`src/rtl/spi_pkg.sv`:
```
// spi_pkg: shared FSM encoding, entry width and default sizing for the SPI receiver
package spi_pkg;
    typedef enum logic {IDLE = 1'b0, SHIFT = 1'b1} state_t;
    localparam int ENTRY_W         = 9;
    localparam int DEF_FIFO_DEPTH  = 4;
    localparam int DEF_SYNC_STAGES = 2;
endpackage

```
`src/rtl/spi_rx_fifo.sv`:
```
// spi_rx_fifo: power-of-two FIFO that accepts a push while full when a pop frees a slot in the same cycle
module spi_rx_fifo #(
    parameter int DEPTH = 4,
    parameter int WIDTH = 9
) (
    input  logic                     clk,
    input  logic                     reset_,
    input  logic                     push,
    input  logic                     pop,
    input  logic [WIDTH-1:0]         wdata,
    output logic [WIDTH-1:0]         rdata,
    output logic                     empty,
    output logic                     full,
    output logic [$clog2(DEPTH):0]   count,
    output logic                     drop
);
    localparam int AW = $clog2(DEPTH);
    localparam int CW = AW + 1;
    logic [WIDTH-1:0] r_mem [DEPTH];
    logic [AW-1:0]    r_wptr;
    logic [AW-1:0]    r_rptr;
    logic [CW-1:0]    r_count;
    logic             w_wr;
    logic             w_rd;
    assign empty = r_count == '0;
    assign full  = r_count == CW'(DEPTH);
    assign w_rd  = pop & ~empty;
    assign w_wr  = push & (~full | pop);
    assign drop  = push & full & ~pop;
    assign rdata = empty ? '0 : r_mem[r_rptr];
    assign count = r_count;
    // pointers wrap naturally at DEPTH since DEPTH is a power of two
    always_ff @(posedge clk or negedge reset_) begin
        if (!reset_) begin
            r_wptr  <= '0;
            r_rptr  <= '0;
            r_count <= '0;
        end else begin
            if (w_wr) r_wptr <= r_wptr + 1'b1;
            if (w_rd) r_rptr <= r_rptr + 1'b1;
            r_count <= r_count + CW'(w_wr) - CW'(w_rd);
        end
    end
    // storage needs no reset: rdata is masked while empty
    always_ff @(posedge clk) begin
        if (w_wr) r_mem[r_wptr] <= wdata;
    end
endmodule

```
`src/rtl/spi_rx.sv`:
```
// spi_rx: SPI slave receiver that queues {dc, byte} entries for a CPU and flags overflow and framing errors
module spi_rx
    import spi_pkg::*;
#(
    parameter int FIFO_DEPTH  = DEF_FIFO_DEPTH,
    parameter int SYNC_STAGES = DEF_SYNC_STAGES
) (
    input  logic                          clk,
    input  logic                          reset_,
    input  logic                          spi_sck,
    input  logic                          spi_cs_,
    input  logic                          spi_sdi,
    input  logic                          spi_dc,
    input  logic                          rd,
    input  logic                          clr,
    output logic [ENTRY_W-1:0]            rdata,
    output logic                          empty,
    output logic                          full,
    output logic [$clog2(FIFO_DEPTH):0]   count,
    output logic                          ovf,
    output logic                          ferr,
    output logic                          busy
);
    logic [3:0]         r_sync [SYNC_STAGES];
    logic               r_sck_d;
    state_t             r_state;
    logic [6:0]         r_shift;
    logic [2:0]         r_bitcnt;
    logic [ENTRY_W-1:0] r_entry;
    logic               r_push;
    logic               r_ovf;
    logic               r_ferr;
    logic               w_sck;
    logic               w_cs;
    logic               w_sdi;
    logic               w_dc;
    logic               w_rise;
    logic               w_drop;
    logic               w_ferr_set;
    assign w_sck      = r_sync[SYNC_STAGES-1][3];
    assign w_cs       = r_sync[SYNC_STAGES-1][2];
    assign w_sdi      = r_sync[SYNC_STAGES-1][1];
    assign w_dc       = r_sync[SYNC_STAGES-1][0];
    assign w_rise     = w_sck & ~r_sck_d;
    assign w_ferr_set = (r_state == SHIFT) & w_cs & (r_bitcnt != 3'd0);
    assign busy       = r_state == SHIFT;
    assign ovf        = r_ovf;
    assign ferr       = r_ferr;
    // synchronise {sck, cs_, sdi, dc}; idle values keep a reset from looking like an edge or a frame
    always_ff @(posedge clk or negedge reset_) begin
        if (!reset_) begin
            for (int i = 0; i < SYNC_STAGES; i++) r_sync[i] <= 4'b1100;
            r_sck_d <= 1'b1;
        end else begin
            r_sync[0] <= {spi_sck, spi_cs_, spi_sdi, spi_dc};
            for (int i = 1; i < SYNC_STAGES; i++) r_sync[i] <= r_sync[i-1];
            r_sck_d <= w_sck;
        end
    end
    // frame FSM: shift on sck rises, latch and push a completed byte, stay in SHIFT until cs_ rises
    always_ff @(posedge clk or negedge reset_) begin
        if (!reset_) begin
            r_state  <= IDLE;
            r_shift  <= '0;
            r_bitcnt <= '0;
            r_entry  <= '0;
            r_push   <= 1'b0;
        end else begin
            r_push <= 1'b0;
            if (r_state == IDLE) begin
                if (!w_cs) begin
                    r_state  <= SHIFT;
                    r_shift  <= '0;
                    r_bitcnt <= '0;
                end
            end else if (w_cs) begin
                r_state  <= IDLE;
                r_bitcnt <= '0;
            end else if (w_rise) begin
                r_shift  <= {r_shift[5:0], w_sdi};
                r_bitcnt <= r_bitcnt + 3'd1;
                if (r_bitcnt == 3'd7) begin
                    r_entry <= {w_dc, r_shift, w_sdi};
                    r_push  <= 1'b1;
                end
            end
        end
    end
    // sticky flags: a set event wins over clr in the same cycle
    always_ff @(posedge clk or negedge reset_) begin
        if (!reset_) begin
            r_ovf  <= 1'b0;
            r_ferr <= 1'b0;
        end else begin
            r_ovf  <= w_drop | (r_ovf & ~clr);
            r_ferr <= w_ferr_set | (r_ferr & ~clr);
        end
    end
    spi_rx_fifo #(
        .DEPTH (FIFO_DEPTH),
        .WIDTH (ENTRY_W)
    ) u_fifo (
        .clk    (clk),
        .reset_ (reset_),
        .push   (r_push),
        .pop    (rd),
        .wdata  (r_entry),
        .rdata  (rdata),
        .empty  (empty),
        .full   (full),
        .count  (count),
        .drop   (w_drop)
    );
endmodule

```
`config.mk`:
```
export PLATFORM = sky130hd
export DESIGN_NAME = spi_rx
export DESIGN_NICKNAME = d
export VERILOG_FILES = /design/src/rtl/spi_pkg.sv /design/src/rtl/spi_rx_fifo.sv /design/src/rtl/spi_rx.sv
export SDC_FILE = /design/constraint.sdc
export NUM_CORES = 1
export LEC_CHECK = 0
export CAP_MARGIN = 25
export CORE_AREA = 2 2 77 79
export DETAILED_ROUTE_END_ITERATION = 10
export DIE_AREA = 0 0 79 81
export PLACE_DENSITY_LB_ADDON = 0.25
export SLEW_MARGIN = 20
export SYNTH_ARGS = -nofsm -noshare
export SYNTH_HDL_FRONTEND = slang
export SYNTH_HIERARCHICAL = 1
export SYNTH_SLANG_ARGS = --single-unit
```
`constraint.sdc`:
```
create_clock -name clk -period 3.1 [get_ports clk]
set_input_delay 0.775 -clock clk [delete_from_list [all_inputs] [get_ports clk]]
set_output_delay 0.775 -clock clk [all_outputs]
set_load 0.1 [all_outputs]
```
Word-level counts from Yosys, hierarchy flattened. Memories as Yosys holds them, arrays and structs flattened. Index checks and enable logic that the tools add are counted.

Register bits: 39. Latch bits: 0. Bits in writable memories: 36. Bits in read-only memories: 0. Bits of input ports: 8. Memories: 1.

Memory list: u_fifo.r_mem (words 4, bits a word 9, read ports 1, clocked after Yosys merged registers in 0, write ports 1, line spi_rx_fifo.sv:19) `logic [WIDTH-1:0] r_mem [DEPTH];`.

Add/subtract/negate cells: 5. Multipliers: 0. Div/mod/pow operators: 0. Order comparisons: 0. Eq/ne operators: 5. Shift operators: 0. Muxes and demuxes: 16. Bitwise gates (word level): 18. Reductions and logical operators: 5.

Operators by type and width (number): $mux 7 (4); $mux 3 (4); $and 1x1->1 (9); $mux 9 (1); $mux 1 (7); $eq 3x3->1 const B (2); $not 1->1 (6); $add 2x1->2 const B (2); $ne 2x1->1 const B (2); $reduce_and 2->1 (2); $reduce_and 4->1 (1); $add 3x1->3 (1); $add 3x1->3 const B (1); $logic_not 3->1 (1); $ne 3x2->1 const B (1); $or 1x1->1 (3); $reduce_bool 3->1 (1); $sub 3x1->3 (1).

Logic depth before layout (Yosys ltp). Gate-level depths: netlist of the first run.

Depth after elaboration: 6. Depth in mapped cells: 9. Depth with buffers taken out: 9.

Cells and area by module. The synthesis of the first run kept the hierarchy.

By module, submodules not included: spi_rx_fifo (instances 1, cells an instance 95, area each 1794.2 um^2); spi_rx (instances 1, cells an instance 85, area each 1276.2 um^2).

Worst setup path after synthesis of the first run. Ideal clock, no wire load.

Path kind: register to output. Start: register u_fifo.r_count[2] (netlist: u_fifo/count[2]). End: output rdata[0]. Arrival time: 3337 ps. Required time: 2325 ps. Slack: -1012 ps. Stages on the path, launching flop included: 4. Path buffers: 1. Cells stage by stage: dfrtp_1 -> nor3_1 -> clkbuf_1 -> nor2b_1.

Longest elaborated chain between the ends: 2.

Ends and longest elaborated chain: start: declaration (line spi_rx_fifo.sv:22) `logic [CW-1:0] r_count;`; start signal: assignment (line spi_rx_fifo.sv:41) `r_count <= r_count + CW'(w_wr) - CW'(w_rd);`; $logic_not 3->1 (line spi_rx_fifo.sv:25) `assign empty = r_count == '0;`; net empty (line spi_rx.sv:17) `output logic empty,`; $mux 9 (line spi_rx_fifo.sv:30) `assign rdata = empty ? '0 : r_mem[r_rptr];`; end: declaration (line spi_rx.sv:16) `output logic [ENTRY_W-1:0] rdata,`.

The timed path passes the listed nets, and every way through them passes these cells.

Worst setup path after layout of the first run.
Start: register u_fifo.r_rptr[0]. End: output rdata[0].

Longest elaborated chain between the ends: 2.

Ends and longest elaborated chain: start: declaration (line spi_rx_fifo.sv:21) `logic [AW-1:0] r_rptr;`; start signal: assignment (line spi_rx_fifo.sv:40) `if (w_rd) r_rptr <= r_rptr + 1'b1;`; $mem_v2 4x9; $mux 9 (line spi_rx_fifo.sv:30).

No other way between the ends.

==> impl_results.md, run 1 <==
* Clock share of power at between 20% and 30%
* CP delay by family, top: flip-flops
* Die Ht at 81 um
* Cells after Synth at between 150 and 200
* Port bufs at 24
* Remaining global-route overflow at 0
* Fin crit share at a little over 90%
* Net Count, Synth at slightly below 200
* #FFs+latches synth at 75
* WP data required at between 2 and 2.5 ns
* Top cell type's share of synthesized area at a little over a third
* Crit start category: register
* Hold Violations, Final at 0
* Remaining antenna violation count at 0
* Post-Syn Area at approximately 3000 um^2
* 1st-pass router iterations at 4
* Unrepaired setup endpoints after global routing: no
* Crit-path cells: mux4_2 -> nor2b_2 -> buf_12
* CTS Sinks at between 70 and 80
* Cell variety after synth at 31
* Number of global-route vias before repair at approximately 1,600
* Maximum vdd drop at roughly 0.54 mV
* Max Freq at 354 MHz
* Final setup fails at 0
* Largest net degree at the start of global routing at 40
* Worst-Skew Late Latency at 0.33 ns
* Die width at ~80 um
* Switching power share of the total at a little over a third
* Final slew viol count at 0
* Relative slew margins at 45.1%
* Buffer and inverter count on the worst path at 1
* Nets at between 200 and 250
* Crit path max fanout at 11
* P per Cell Area at a little over 800 nW/um^2
* CTS tree: built
* Slew @ Worst Pin at 0.823 ns
* Placed cell area at 3450 um^2
* GRT Util Overall at between 15 and 20%
* Max-Cap Viols at 0
* EDFF count, synth at 36
* Async set-reset flop share out of synthesis at around 52%
* RR Startpoint: u_fifo/count[1]
* Critical path class: reg -> out
* Area delta synth->final at 20.3%
* DRT Wirelength at 4850 um
* Total net switching power at roughly 1100 uW
* Main synth FF type: edfxtp_1
* DP HPWL at approximately 3300 um
* WL per Instance at 16.8 um
* Hold_sp: r_sync[5]
* Layout cells sized above 1 at between 30 and 40%
* Crit path time final at around 2.8 ns
* Synth warn at 6
* CP arrival at roughly 2.1 ns
* Worst hold path class: reg -> reg
* Synthesized area per cell at 17.1 um^2
* Fin area at approximately 3700 um^2
* Hold buffers post-CTS at 0
* Drt drc at 0
* Root buffer cell: clkbuf_8
* Leakage at ~0.0016 uW
* Clock slew at reported path FFs at 0.08 ns
* TritonCTS buffer count at 9
* Cts repair resizes at 0
* Die area at around 6400 um^2
* Max incr delay on CP at around 0.8 ns
* Core box area at approximately 5700 um^2
* # IOs at 25
* Routed via count at around 1,600
* Pint at just under 2000 uW
* Worst Setup End Kind: output port
* Commonest cells post-synth: edfxtp_1 (36), dfrtp_1 (34), a22o_1 (14)
* DR vias/cell at between 5 and 6
* First-pass GRT wire length at roughly 7800 um
* 1st-iter DRT viols at 47
* Top post-synthesis cells by area: edfxtp_1 (35%), dfrtp_1 (28%), mux4_2 (6.6%), mux2_4 (4.9%), dfstp_2 (4.3%)
* Seq pwr share at between 40% and 50%
* Register area share after synthesis at 67.2%
* Status: finished, final reports clean
* GPL Wtd Cong at roughly 0.69
* Antenna Cells at 0
* Most frequent cell after synthesis: edfxtp_1
* Critical Path Start: u_fifo/r_rptr[0]
* Starting density of the core at between 50% and 60%
* Antenna violations before repair at 0
* H-tree depth at 3
* Comb pwr share at a little under a third
* Final setup skew at 0.00755 ns
* CTS max path bufs at 2
* Area leader, netlist: edfxtp_1
* Row cnt at 28
* Post-CTS setup buffers at 0
* Final setup TNS at 0 ns
* Slowest CP cell: dfrtp_1
-- cell usage in the layout, fill, tap and decap left out, types with 2 or more instances in the layout --
cell and count:
a22o_1 14, and2_2 4, buf_12 10, buf_4 8
bufinv_16 3, clkbuf_8 9, clkdlybuf4s50_1 6, dfrtp_1 31
dfrtp_2 3, dfstp_2 5, edfxtp_1 36, ha_1 9
inv_1 13, mux2_4 10, mux2i_1 2, mux4_2 9
nand2_1 4, nand2b_1 2, nor2b_1 7, nor2b_2 3
nor3b_1 2, o21ai_0 3, xnor2_1 3, xor2_1 3
-- logic make-up (layout without fill, tap and decap cells) --
group,after synthesis,in the layout,synth area share [%]
flip-flops,75,75,67.2
AND/OR/NAND/NOR,28,28,5.95
multiplexers,21,21,12.1
AO/OA/AOI/OAI,20,20,5.54
buffers and inverters,20,54,3.14
adder cells (fa/ha/maj),10,10,4.32
XOR/XNOR,6,6,1.71
-- stage by stage --
step                      power, uW  hold slack [ns]  setup slack, ns  util, %  instances
after floorplan                1870            0.331           -0.474        -        180
after global placement         2130            0.333            0.333     60.8        273
after detailed placement       2160            0.337            0.221     60.8        273
after CTS                      3030            0.354            0.201     65.1        289
after global routing           3110            0.361            0.138     65.1        289
final                          3010            0.351            0.273     65.1        289
-- cell type report --
class | instances | area, um^2
Sequential cell | 75 | 2070
Fill cell | 414 | 1980
Multi-Input combinational cell | 85 | 918
Timing Repair Buffer | 25 | 325
Clock buffer | 9 | 124
Clock inverter | 7 | 115
Tap cell | 75 | 93.8
Inverter | 13 | 48.8
-- power groups by stage --
stage	Combinational, uW	Clock (uW)	Sequential (uW)
after floorplan	565	0	1310
after detailed placement	934	0	1230
after global routing	959	939	1220
final	927	878	1200
after global placement	905	0	1220
after CTS	931	893	1210
-- path summary, 6_finish.rpt --
path,endpoint,slack [ns],cells after the start
max,rdata[0],0.27,3
min,r_sync[1],0.35,0
max reg2reg,u_fifo/count[2],0.79,9
min reg2reg,r_sync[1],0.35,0
max in group asynchronous,u_fifo/count[2],2.00,1
min in group asynchronous,ferr,0.53,1
-- registers in the layout, indices dropped and copies added (netlist names), 2 cells and up --
register       cells
r_bitcnt           3
r_sync             8
u_fifo/r_wptr      2
r_entry            9
r_shift            7
u_fifo/count       3
u_fifo/r_rptr      2
u_fifo/r_mem      36
-- metal layers --
| layer | track usage (%) | wire, um | vias to the layer above |
|---|---|---|---|
| li1 | - | - | 709 |
| met1 | 21.5 | 2140 | 808 |
| met2 | 26.9 | 2470 | 30 |
| met3 | 3.56 | 149 | 12 |
| met4 | 8.97 | 93 | 0 |
| met5 | 0 | 0 | - |
Note: power is estimated with default switching activity, not from simulation.
==> inputs of run 2 (changes only) <==
Settings changed: CAP_MARGIN 25 to 10.
==> results of run 2 <==
The final DEF is identical to that of run 1; final timing and power are the same.
==> inputs of run 3 (changes only) <==
Settings changed: GPL_TIMING_DRIVEN from default to 0.
==> run 3 against run 2 <==
Worst setup slack got worse by 0.18 ns. Die area unchanged. Utilization is 2.1 points lower. Critical path type unchanged.
==> impl_results.md, run 3 (synthesized netlist as in run 1, its figures left out) <==
* Crit path max fanout at 10
* Nets at 234
* FF-to-FF setup slack at 0.80 ns
* Row cnt at 28
* WP data required at between 2 and 2.5 ns
* GRT Util Overall at between 10% and 20%
* TritonCTS buffer count at 9
* First-pass GRT wire length at slightly above 8000 um
* Critical path class: reg -> out
* Core box area at 5680 um^2
* Port bufs at 24
* Max-Cap Viols at 0
* Final worst setup slack at 0.0944 ns
* CP arrival at 2.23 ns
* Final setup TNS at 0 ns
* Clock slew at reported path FFs at 0.08 ns
* Drt drc at 0
* # IOs at 25
* DRT Wirelength at a little under 5000 um
* Die width at approximately 79 um
* Slowest CP cell: dlygate4sd2_1
* Hold buffers post-CTS at 0
* H-tree depth at 3
* DP HPWL at 3230 um
* Most common cell after layout, fill and taps aside: edfxtp_1
* Most frequent cells in the layout: edfxtp_1 (36), dfrtp_1 (31), a22o_1 (14)
* Starting density of the core at around 54%
* DR vias/cell at between 5 and 6
* Fin crit share at 97.0%
* Max reg flops at 36
* 1st-iter DRT viols at 107
* WL per Instance at between 15 and 20 um
* WL met1 at roughly 2100 um
* Relative slew margins at a little over a third
* Final slew viol count at 0
* Remaining antenna violation count at 0
* RR Startpoint: u_fifo/count[1]
* Crit start category: register
* Worst Setup End Kind: output port
* Die Ht at around 81 um
* Maximum vdd drop at around 0.44 mV
* Worst-Skew Late Latency at 0.34 ns
* Status: finished, final reports clean
* CTS tree: built
* Antenna violations before repair at 0
* Max Freq at ~330 MHz
* Layout cells sized above 1 at 30.3%
* Final setup skew at about 0.0074 ns
* Biggest regs: u_fifo/r_mem x36, r_entry x9, r_sync x8
* Final setup fails at 0
* Crit-path cells: buf_4 -> mux4_2 -> nor2b_1 -> dlygate4sd2_1
* Critical Path Start: u_fifo/r_rptr[0]
* CTS Sinks at between 70 and 80
* Number of global-route vias before repair at ~1,700
* GPL Wtd Cong at 0.698
* Pre-CTS setup slack at ~0.071 ns
* Worst reg2reg endpoint: u_fifo/count[2]
* Hold Violations, Final at 0
* P per Cell Area at ~760 nW/um^2
* Antenna Cells at 0
* Unrepaired setup endpoints after global routing: no
* Buffer and inverter count on the worst path at 2
* Met3 wire length at ~180 um
* CTS max path bufs at 2
* Hold WS at ~0.27 ns
* Remaining global-route overflow at 0
* Worst hold path class: in -> async
* Largest net degree at the start of global routing at 34
* Metal2 WL at around 2500 um
* CP delay by family, top: buffers and inverters
* Slew @ Worst Pin at roughly 0.97 ns
* Most flops, register: u_fifo/r_mem
* Crit path time final at ~3 ns
* Leakage at approximately 0.0016 uW
* Worst R2R Path Depth at 9
* 1st-pass router iterations at 4
* Root buffer cell: clkbuf_8
* Post-layout util at a little over three fifths
* Max incr delay on CP at 0.85 ns
* Area delta synth->final at 16.4%
* Post-CTS setup buffers at 0
* Die area at between 6000 and 7000 um^2
* Top sig layer: met4
* Routed via count at roughly 1,600
[run 3: worst register-to-register path, stage by stage, from the launching register on]
cell	delay [ns]
dfrtp_2	0.44
or3b_4	0.43
o21a_4	0.23
inv_1	0.06
ha_1	0.13
inv_1	0.04
ha_1	0.18
fa_1	0.38
xor2_1	0.16
xnor2_1	0.14
[run 3: cell type report]
class / count / area, um^2
Buffer: 7 / 48.8
Clock buffer: 11 / 131
Tap cell: 75 / 93.8
Timing Repair Buffer: 25 / 211
Multi-Input combinational cell: 85 / 918
Fill cell: 432 / 2100
Inverter: 13 / 48.8
Sequential cell: 75 / 2070
Clock inverter: 5 / 53.8
[run 3: where the power goes]
group | internal, uW | switching [uW] | leakage, uW | total, uW
combinational | 231 | 649 | 0.000615 | 881
sequential | 1090 | 44.7 | 0.000871 | 1140
clock | 369 | 331 | 0.0000971 | 700
[run 3: through the flow]
step           instance area, um^2  cells  total power, uW
3_3_place_gp                  3420    279             2060
6_report                      3570    296             2720
3_5_place_dp                  3430    280             2080
4_1_cts                       3600    296             2750
2_1_floorplan                 3080    180             1870
5_1_grt                       3570    296             2830
[run 3: repair_timing]
item,in CTS,in global routing
resized for setup,11,16
hold endpoints to repair,0,0
endpoints found under the setup margin,11,8
[run 3: routing by layer]
layer / global-route usage, % / vias to the layer above
met5: 0 / -
met4: 6.72 / 0
met3: 5.11 / 6
met2: 29.3 / 36
met1: 21.3 / 814
li1: - / 723
[run 3: worst max-delay path by stage]
| stage | endpoint | slack [ns] | depth (start not counted) |
|---|---|---|---|
| after detailed placement | rdata[0] | 0.07 | 4 |
| final | rdata[7] | 0.09 | 4 |
| after floorplan | rdata[3] | -0.47 | 3 |
| after CTS | empty | 0.002 | 3 |
| after global routing | rdata[7] | 0.007 | 4 |
| after global placement | rdata[0] | 0.09 | 4 |
